File: src/rtl/baccarat_fsm.sv
// Baccarat dealing controller: a Moore FSM that sequences the card-load strobes
// for one baccarat hand, applies the player/banker third-card rules, and latches
// the win lights.
//
// Ports:
//   slow_clock        sole clock, rising edge
//   resetb            synchronous active-high reset
//   pscore, dscore    current player/dealer hand scores (0..9), from the card datapath
//   pcard3            player third card code (0 = none, 1..13 = A..K)
//   load_pcard1..3    single-cycle load strobes for the player card registers
//   load_dcard1..3    single-cycle load strobes for the dealer card registers
//   player_win_light  registered result light (both lights high = tie)
//   dealer_win_light  registered result light
module baccarat_fsm (
   input  logic       slow_clock,
   input  logic       resetb,
   input  logic [3:0] pscore,
   input  logic [3:0] dscore,
   input  logic [3:0] pcard3,
   output logic       load_pcard1,
   output logic       load_pcard2,
   output logic       load_pcard3,
   output logic       load_dcard1,
   output logic       load_dcard2,
   output logic       load_dcard3,
   output logic       player_win_light,
   output logic       dealer_win_light
);

   typedef enum logic [3:0] {
      StDealP1  = 4'd0,
      StDealD1  = 4'd1,
      StDealP2  = 4'd2,
      StDealD2  = 4'd3,
      StCheck   = 4'd4,
      StDealP3  = 4'd5,
      StBank    = 4'd6,
      StDealD3  = 4'd7,
      StResult  = 4'd8,
      StDone    = 4'd9
   } state_e;

   state_e     state_q, state_d;
   logic       player_q, player_d;
   logic       dealer_q, dealer_d;
   logic [3:0] third_val;
   logic       bank_draw;

   always_ff @(posedge slow_clock) begin
      if (resetb) begin
         state_q  <= StDealP1;
         player_q <= 1'b0;
         dealer_q <= 1'b0;
      end else begin
         state_q  <= state_d;
         player_q <= player_d;
         dealer_q <= dealer_d;
      end
   end

   // Banker third-card chart; face cards and tens count as zero.
   always_comb begin
      third_val = (pcard3 >= 4'd10) ? 4'd0 : pcard3;
      bank_draw = 1'b0;
      case (dscore)
         4'd0, 4'd1, 4'd2: bank_draw = 1'b1;
         4'd3:             bank_draw = (third_val != 4'd8);
         4'd4:             bank_draw = (third_val >= 4'd2) && (third_val <= 4'd7);
         4'd5:             bank_draw = (third_val >= 4'd4) && (third_val <= 4'd7);
         4'd6:             bank_draw = (third_val >= 4'd6) && (third_val <= 4'd7);
         default:          bank_draw = 1'b0;
      endcase
   end

   always_comb begin
      state_d     = state_q;
      player_d    = player_q;
      dealer_d    = dealer_q;
      load_pcard1 = 1'b0;
      load_pcard2 = 1'b0;
      load_pcard3 = 1'b0;
      load_dcard1 = 1'b0;
      load_dcard2 = 1'b0;
      load_dcard3 = 1'b0;
      case (state_q)
         StDealP1: begin
            load_pcard1 = 1'b1;
            state_d     = StDealD1;
         end
         StDealD1: begin
            load_dcard1 = 1'b1;
            state_d     = StDealP2;
         end
         StDealP2: begin
            load_pcard2 = 1'b1;
            state_d     = StDealD2;
         end
         StDealD2: begin
            load_dcard2 = 1'b1;
            state_d     = StCheck;
         end
         StCheck: begin
            if ((pscore >= 4'd8) || (dscore >= 4'd8)) begin
               state_d = StResult;
            end else if (pscore <= 4'd5) begin
               state_d = StDealP3;
            end else if (dscore <= 4'd5) begin
               // Player stood on 6/7; dealer draws on 0..5.
               state_d = StDealD3;
            end else begin
               state_d = StResult;
            end
         end
         StDealP3: begin
            load_pcard3 = 1'b1;
            state_d     = StBank;
         end
         StBank: begin
            state_d = bank_draw ? StDealD3 : StResult;
         end
         StDealD3: begin
            load_dcard3 = 1'b1;
            state_d     = StResult;
         end
         StResult: begin
            // Equal scores set both lights to signal a tie.
            player_d = (pscore >= dscore);
            dealer_d = (dscore >= pscore);
            state_d  = StDone;
         end
         StDone: begin
            state_d = StDone;
         end
         default: begin
            state_d = StDealP1;
         end
      endcase
      // Reset must silence the strobes even before the state register is cleared.
      if (resetb) begin
         load_pcard1 = 1'b0;
         load_pcard2 = 1'b0;
         load_pcard3 = 1'b0;
         load_dcard1 = 1'b0;
         load_dcard2 = 1'b0;
         load_dcard3 = 1'b0;
      end
   end

   assign player_win_light = player_q;
   assign dealer_win_light = dealer_q;

endmodule

File: config.mk
export PLATFORM = sky130hd
export DESIGN_NAME = baccarat_fsm
export DESIGN_NICKNAME = d
export VERILOG_FILES = /design/src/rtl/baccarat_fsm.sv
export SDC_FILE = /design/constraint.sdc
export NUM_CORES = 1
export LEC_CHECK = 0
export CORE_MARGIN = 2
export CORE_UTILIZATION = 40
export DETAILED_ROUTE_END_ITERATION = 7
export GPL_ROUTABILITY_DRIVEN = 0
export PLACE_DENSITY = 0.72
export SYNTH_ARGS = -nofsm -noshare
export SYNTH_HDL_FRONTEND = slang
export SYNTH_SLANG_ARGS = --single-unit
File: constraint.sdc
create_clock -name slow_clock -period 5.8 [get_ports slow_clock]
set_clock_uncertainty 0.2 [all_clocks]
set_input_delay 0.87 -clock slow_clock [delete_from_list [all_inputs] [get_ports slow_clock]]
set_output_delay 0.87 -clock slow_clock [all_outputs]
set_load 0.03 [all_outputs]
==> impl_metrics.ini, run 1 <==
[yosys]
syn_avg_cell_area_um2 = 7.51
synth_top_cell_area_share_pct = 21.3
synth_area_leaders = dfxtp_1 21%, ha_1 8.9%, nor2_1 6.0%, nor3_1 4.4%, nand2_1 4.0%
yosys_warnings = 0
synthArstFlopShare_pct = 0
synthCells = 75
synth.most_common_cell = nor2_1
synth_flop_cell = dfxtp_1
ys_seq_area_share_pct = 21.3
muxShareOfSynthArea_pct = 0
yosys.area_share.simple_pct = 42.7
synth_edf_count = 0
ys_seq_elements = 6
yosysUniqueCellTypes = 34
syn-cell-area_um2 = 563
synth_compound_area_share_pct = 20.7
yosys.area_share.adder_pct = 8.89
synth_xor_xnor_area_share_pct = 0
synth_common_cells = 9 x nor2_1, 6 x dfxtp_1, 6 x nand2_1
synth_top_family_by_area = simple AND/OR/NAND/NOR gates
synth_top_area_cell = dfxtp_1
syn_nets = 93

[critical_path]
crit_path_cell_trace = clkdlybuf4s50_1, nor2_1, nand2_1, nor2_1, clkdlybuf4s50_1
arrival_ps = 2530
critPathKind = in -> out
cp-end-kind = output pin
cpPeakStageDelay_ps = 680
start_kind = input port
worstPathMaxFanout = 9
reg2reg_depth = 4
cp.required_ps = 4730
crit_slowest_cell = clkdlybuf4s50_1

[placement]
port_buffers = 21
hpwl_mm = 1.08
place_ws_ps = 2210

[clock_network]
root_buffer = clkbuf_4
clkLatencyLatePin_ps = 240
cts_tree = yes
htree_num_levels = 1
cts_buffers = 3
ctsResizeCount = 0
cts.sinks = 6
post-cts-setup-buffers = 0
clk_pin_slew_ps = 40
clockBufferDepth = 2
hold_buffers = 0

[global_routing]
grt_max_degree = 13
overflow = 0
antenna_found_initial = 0
grt_pass1_vias = 573
grt_pass1_wl_mm = 2.17
grtUsageTotal_pct = 15.9

[power]
clockPowerShare_pct = 28.4
p_seq_share_pct = 37.8
cell_internal_pwr_uw = 90.8
switching_power_uw = 41.8
p_leak_uw = 0.000302
combPwrFrac_pct = 33.8
p_sw_share_pct = 31.5
powerDensity_mw_per_mm2 = 167
irDropWorstVdd_mv = 0.0749

[min_path]
hold_class = reg -> reg
hold_depth = 2

[final_layout]
nNetsFinal = 115
n_antenna_cell = 0
fillCellCount = 135
syn2layout_area_growth_pct = 40.9
drive_gt1_share_pct = 9.47

[timing]
rsz0062_at_grt = no
tns_ps = 0
fmax_ghz = 0.278
min_period_over_period_pct = 62.0
setup_slack_ps = 2200
fin_crit_ps = 3600
worst_slew_pin_slew_ps = 494
setup_violations = 0
hold_viol_final = 0
relSlewSlack_pct = 66.6
drv_slew = 0

[run]
max_cap_violations = 0

[floorplan]
start_util_pct = 43.3
die_w_um = 41.5
chipHeight_um = 41.5
row_count = 13
dieArea_mm2 = 0.00172
core_mm2 = 0.00130
ios = 22

[routing]
drcViolationCount = 0
routedWlPerCell_um = 11.9
drt_wl_total_mm = 1.31
first_pass_iters = 4
num_vias = 627
viasPerCell = 5.70
ant_nets = 0
first_iter_violations = 17

[outcome]
outcome = complete, no violations
-- power by group through the flow --
stage / Combinational, uW / Clock, uW / Sequential (uW)
after floorplan: 30.1 / 0 / 46.5
after global placement: 44.2 / 0 / 50.8
after detailed placement: 44.9 / 0 / 50.7
after CTS: 45.1 / 38.8 / 50.0
after global routing: 49.4 / 41.1 / 50.8
final: 44.8 / 37.6 / 50.2
-- kinds of logic after synthesis --
group,after synthesis
AOI/OAI and AO/OA,17
buffers and inverters,8
DFF,6
adders and majority gates,4
and+or+nand+nor,40
-- state kept, by name, indices dropped and copies added, names as in the netlist --
signal / flops
dealer_win_light: 1
player_win_light: 1
state_q: 4
-- critical path: cells and delay by family --
family	cells	cell delay, ps
buffers and inverters	2	1230
and+or+nand+nor	3	430
-- layout make-up --
| class | instances | area, um^2 | share of cell area, % |
|---|---|---|---|
| multi-input cells | 61 | 407 | 51.3 |
| repair buffers | 21 | 210 | 26.5 |
| flip-flops and latches | 6 | 120 | 15.1 |
| clock buffers | 3 | 22.5 | 2.84 |
| well taps | 15 | 18.8 | 2.37 |
| inverters | 4 | 15.0 | 1.89 |
-- per-layer routing --
metal | vias up | track usage (%) | part of all wire [%]
met4 | 0 | 9.68 | 1.8
li1 | 321 | - | -
met3 | 2 | 2.61 | 4.1
met1 | 283 | 17.9 | 46
met2 | 21 | 27.5 | 48
met5 | - | 0 | 0
-- path summary, 6_finish.rpt --
check	startpoint	endpoint	slack (ps)
worst min-delay path	dealer_win_light$_SDFFE_PP0P_	dealer_win_light$_SDFFE_PP0P_	300
worst max-delay path	resetb	load_pcard1	2200
worst min register to register	dealer_win_light$_SDFFE_PP0P_	dealer_win_light$_SDFFE_PP0P_	300
worst max register to register	state_q[2]$_SDFF_PP0_	state_q[3]$_SDFF_PP0_	3700
-- layout by cell type (no fill, tap or decap), types with 3 or more instances in the layout --
master / n
nor2_1: 9
and3_1: 3
nor3_1: 5
clkbuf_4: 3
inv_1: 4
nand2_1: 6
o21ai_0: 4
ha_1: 4
dfxtp_1: 6
clkdlybuf4s50_1: 21
-- through the flow --
stage | utilization (%) | hold WS [ps] | instance area (um^2) | instances | power, uW
final | 61.0 | 297 | 793 | 110 | 133
after CTS | 61.0 | 299 | 793 | 110 | 134
after detailed placement | 59.2 | 289 | 771 | 107 | 95.7
after global placement | 59.2 | 284 | 771 | 107 | 95.0
after global routing | 61.0 | 307 | 793 | 110 | 141
after floorplan | - | 343 | 563 | 75 | 76.5
Power figures use the tool's default switching activity.
==> run 2, diff against run 1 <==
- CORE_UTILIZATION: 40 -> 37
- PLACE_DENSITY: 0.72 -> 0.7
- clock period: 5.8 -> 2.9 ns (I/O delays scaled with it)
==> run 2 against run 1 <==
- die area rose by 7.3%
- largest power group unchanged
- total power is 100% higher
- critical path type unchanged
- largest cell class unchanged
- via count up 0.16%
==> impl_metrics.ini, run 2 (synthesized netlist as in run 1, its figures left out) <==
[outcome]
outcome = complete, no violations

[final_layout]
fillCellCount = 144
mostFrequentLayoutCells = 21 x clkdlybuf4s50_1, 9 x nor2_1, 6 x nand2_1, 6 x dfxtp_1, 5 x nor3_1
utilization_pct = 54.5
nNetsFinal = 116
drive_gt1_share_pct = 10.4
syn2layout_area_growth_pct = 42.4
largest_register_ffs = 4
layout_commonest_cell = clkdlybuf4s50_1
n_antenna_cell = 0
top_register = state_q

[power]
clockPowerShare_pct = 29.4
powerDensity_mw_per_mm2 = 337
irDropWorstVdd_mv = 0.155
p_leak_uw = 0.000306
switching_power_uw = 87.3
combPwrFrac_pct = 33.5
cell_internal_pwr_uw = 183
p_seq_share_pct = 37.1
p_sw_share_pct = 32.3

[global_routing]
overflow = 0
grt_pass1_wl_mm = 2.19
grtUsageTotal_pct = 15.7
antenna_found_initial = 0
grt_max_degree = 13
grt_pass1_vias = 543

[timing]
fin_crit_ps = 2670
rsz0062_at_grt = no
setup_violations = 0
drv_slew = 0
relSlewSlack_pct = 66.8
fmax_ghz = 0.375
worst_slew_pin_slew_ps = 491
min_period_over_period_pct = 91.9
hold_viol_final = 0
tns_ps = 0

[clock_network]
clockBufferDepth = 2
cts.sinks = 6
cts_buffers = 3
hold_buffers = 0
cts_tree = yes
clk_pin_slew_ps = 40
root_buffer = clkbuf_4
clkLatencyLatePin_ps = 250
post-cts-setup-buffers = 0
ctsResizeCount = 0
htree_num_levels = 1

[critical_path]
timing.rr.start = state_q[2]$_SDFF_PP0_
worstPathMaxFanout = 6
critPathKind = in -> out
cp.required_ps = 2270
arrival_ps = 2030
cp-end-kind = output pin
start_kind = input port
r2r_slack_ps = 840
r2r-end = state_q[3]$_SDFF_PP0_
reg2reg_depth = 4

[routing]
ant_nets = 0
viasPerCell = 5.61
first_pass_iters = 3
routedWlPerCell_um = 12.0
drcViolationCount = 0
drt_wl_total_mm = 1.34
num_vias = 628
first_iter_violations = 8

[min_path]
hold_class = reg -> reg
hp-start = player_win_light$_SDFFE_PP0P_
hold_depth = 2
hold_end = player_win_light$_SDFFE_PP0P_

[floorplan]
chipHeight_um = 43.0
core_mm2 = 0.00147
dieArea_mm2 = 0.00185
start_util_pct = 38.3
die_w_um = 43.0
ios = 22
row_count = 14

[placement]
hpwl_mm = 1.05
port_buffers = 21

[run]
max_cap_violations = 0
[run 2: power groups by stage]
stage                     Combinational (uW)  Sequential (uW)  Clock, uW
after floorplan                         60.1             93.0          0
after global placement                  89.1              101          0
after detailed placement                90.4              102          0
after CTS                               91.0              100       82.8
after global routing                     100              102       84.5
final                                   90.4              100       79.4
[run 2: per-stage QoR]
stage                     setup slack [ps]  instances  total power (uW)  instance area (um^2)  hold WS (ps)
final                                  235        112               270                   802           294
after global routing                  73.5        112               287                   802           322
after global placement                 235        109               191                   779           283
after floorplan                        670         75               153                   563           343
after detailed placement               230        109               192                   779           287
after CTS                              224        112               274                   802           293
[run 2: layer usage]
| metal | global-route usage (%) | up-vias | wire length, um |
|---|---|---|---|
| met4 | 12.7 | 0 | 28 |
| met1 | 19.0 | 278 | 600 |
| met5 | 0 | - | 0 |
| met2 | 24.8 | 21 | 642 |
| li1 | - | 325 | - |
| met3 | 1.28 | 4 | 71 |
[run 2: area by class of cell]
| type | instances | area [um^2] | area share, % |
|---|---|---|---|
| Timing Repair Buffer | 22 | 218 | 27.1 |
| Multi-Input combinational cell | 61 | 407 | 50.7 |
| Sequential cell | 6 | 120 | 15.0 |
| Tap cell | 16 | 20.0 | 2.50 |
| Inverter | 4 | 15.0 | 1.87 |
| Clock buffer | 3 | 22.5 | 2.81 |
[run 2: worst max-delay path by stage]
stage	start	end	cells past startpoint
final	resetb	load_pcard2	4
after global routing	resetb	load_pcard1	5
after CTS	resetb	load_pcard2	4
after detailed placement	resetb	load_pcard2	4
after global placement	resetb	load_pcard2	4
after floorplan	state_q[1]$_SDFF_PP0_	load_dcard2	3
[run 2: worst max-delay path, cell delays in order]
cell,delay (ps)
clkdlybuf4s50_1,500
nor2_1,240
and3_1,190
clkdlybuf4s50_1,660
==> run 3, diff against run 2 <==
- CORE_MARGIN: 2 -> default
- CORE_UTILIZATION: 37 -> 40
- DONT_BUFFER_PORTS: default -> 1
- PLACE_DENSITY: 0.7 -> 0.54
==> run 3 against run 2 <==
- critical path depth unchanged
- largest cell class unchanged
- global-route usage up 2.8 points
- routed wire length down 5.9%
- combinational power down 35%
- maximum frequency up 34%
- cell count down 18%
- critical path type is now reg -> reg
==> impl_metrics.ini, run 3 (synthesized netlist as in run 1, its figures left out) <==
[outcome]
outcome = complete, no violations

[power]
p_sw_share_pct = 32.4
p_leak_uw = 0.000239
cell_internal_pwr_uw = 161
combPwrFrac_pct = 24.7
powerDensity_mw_per_mm2 = 392
switching_power_uw = 76.9
clockPowerShare_pct = 32.4
irDropWorstVdd_mv = 0.155
p_seq_share_pct = 42.9

[routing]
drt_wl_total_mm = 1.26
routedWlPerCell_um = 13.7
viasPerCell = 6.01
num_vias = 553
first_pass_iters = 4
ant_nets = 0
drcViolationCount = 0
first_iter_violations = 16

[clock_network]
post-cts-setup-buffers = 0
clockBufferDepth = 2
cts_buffers = 3
cts.sinks = 6
cts_tree = yes
ctsResizeCount = 0
root_buffer = clkbuf_4
htree_num_levels = 1
clkLatencyLatePin_ps = 240
hold_buffers = 0
clk_pin_slew_ps = 50

[floorplan]
start_util_pct = 43.3
die_w_um = 39.5
dieArea_mm2 = 0.00156
chipHeight_um = 39.5
row_count = 13
ios = 22
core_mm2 = 0.00130

[timing]
worst_slew_pin_slew_ps = 543
fin_crit_ps = 2000
min_period_over_period_pct = 68.8
relSlewSlack_pct = 63.7
tns_ps = 0
setup_violations = 0
rsz0062_at_grt = no
drv_slew = 0
fmax_ghz = 0.501
hold_slack_ps = 60.0
setup_slack_ps = 905
hold_viol_final = 0

[critical_path]
start_kind = flip-flop
crit_path_cell_trace = nand2b_4, or4b_4, or4_1, o21ai_0
arrival_ps = 1970
cpPeakStageDelay_ps = 520
worstPathMaxFanout = 10
crit_slowest_cell = dfxtp_1
cp-end-kind = flip-flop
critPathKind = reg -> reg
cp.required_ps = 2870

[final_layout]
layout_commonest_cell = nor2_1
mostFrequentLayoutCells = 9 x nor2_1, 6 x nand2_1, 6 x dfxtp_1
design_area_um2 = 606
top_register = state_q
fillCellCount = 140
syn2layout_area_growth_pct = 7.56
n_antenna_cell = 0
drive_gt1_share_pct = 15.6
nNetsFinal = 97
largest_register_ffs = 4

[placement]
dpl_cell_area_um2 = 583
hpwl_um = 977
place_ws_ps = 926
port_buffers = 0

[run]
max_cap_violations = 0

[global_routing]
grt_pass1_wl_mm = 1.97
grtUsageTotal_pct = 18.5
overflow = 0
antenna_found_initial = 0
grt_max_degree = 13
grt_pass1_vias = 506

[min_path]
hold_class = in -> reg
run 3: cell count changes in the layout (fill, tap and decap cells not counted), sizes merged:
cell | before | now
clkdlybuf4s50 | 21 | 0
buf | 1 | 3
run 3: worst max-delay path: cells and delay by family (launching register included):
kind             cells  cell delay (ps)
AND/OR/NAND/NOR      3             1130
flip-flops           1              520
AO/OA/AOI/OAI        1               80
run 3: final cells by class:
type / count / area, um^2 / area share, %
multi-input cells: 61 / 407 / 67.1
flip-flops and latches: 6 / 120 / 19.8
clock buffers: 3 / 22.5 / 3.72
repair buffers: 3 / 22.5 / 3.72
well taps: 15 / 18.8 / 3.10
inverters: 4 / 15.0 / 2.48
run 3: final timing paths:
check	from	end	slack, ps	cells past startpoint
worst max register to register	state_q[2]$_SDFF_PP0_	state_q[3]$_SDFF_PP0_	900	4
worst max-delay path	state_q[2]$_SDFF_PP0_	state_q[3]$_SDFF_PP0_	900	4
worst min register to register	dealer_win_light$_SDFFE_PP0P_	dealer_win_light$_SDFFE_PP0P_	430	2
worst min-delay path	resetb	player_win_light$_SDFFE_PP0P_	60	1
run 3: per-layer routing:
metal  vias up  GRT usage (%)  part of all wire [%]
met3         2           4.55                   8.1
met5         -              0                     0
met2        23           31.1                    43
met1       241           23.7                    48
met4         0           2.59                  0.71
li1        287              -                     -
run 3: per-stage QoR:
stage	util, %	total power [uW]	instances
floorplan	-	153	75
global placement	44.8	161	89
detailed placement	44.8	162	89
CTS	46.5	240	92
global route	46.5	254	92
finish	46.5	237	92
run 3: power groups by stage:
stage               registers [uW]  clock network (uW)  logic (uW)
finish                         102                77.0        58.5
global route                   103                84.5        66.0
CTS                            102                79.4        58.4
detailed placement             103                   0        58.4
global placement               103                   0        58.1
floorplan                     93.0                   0        60.1
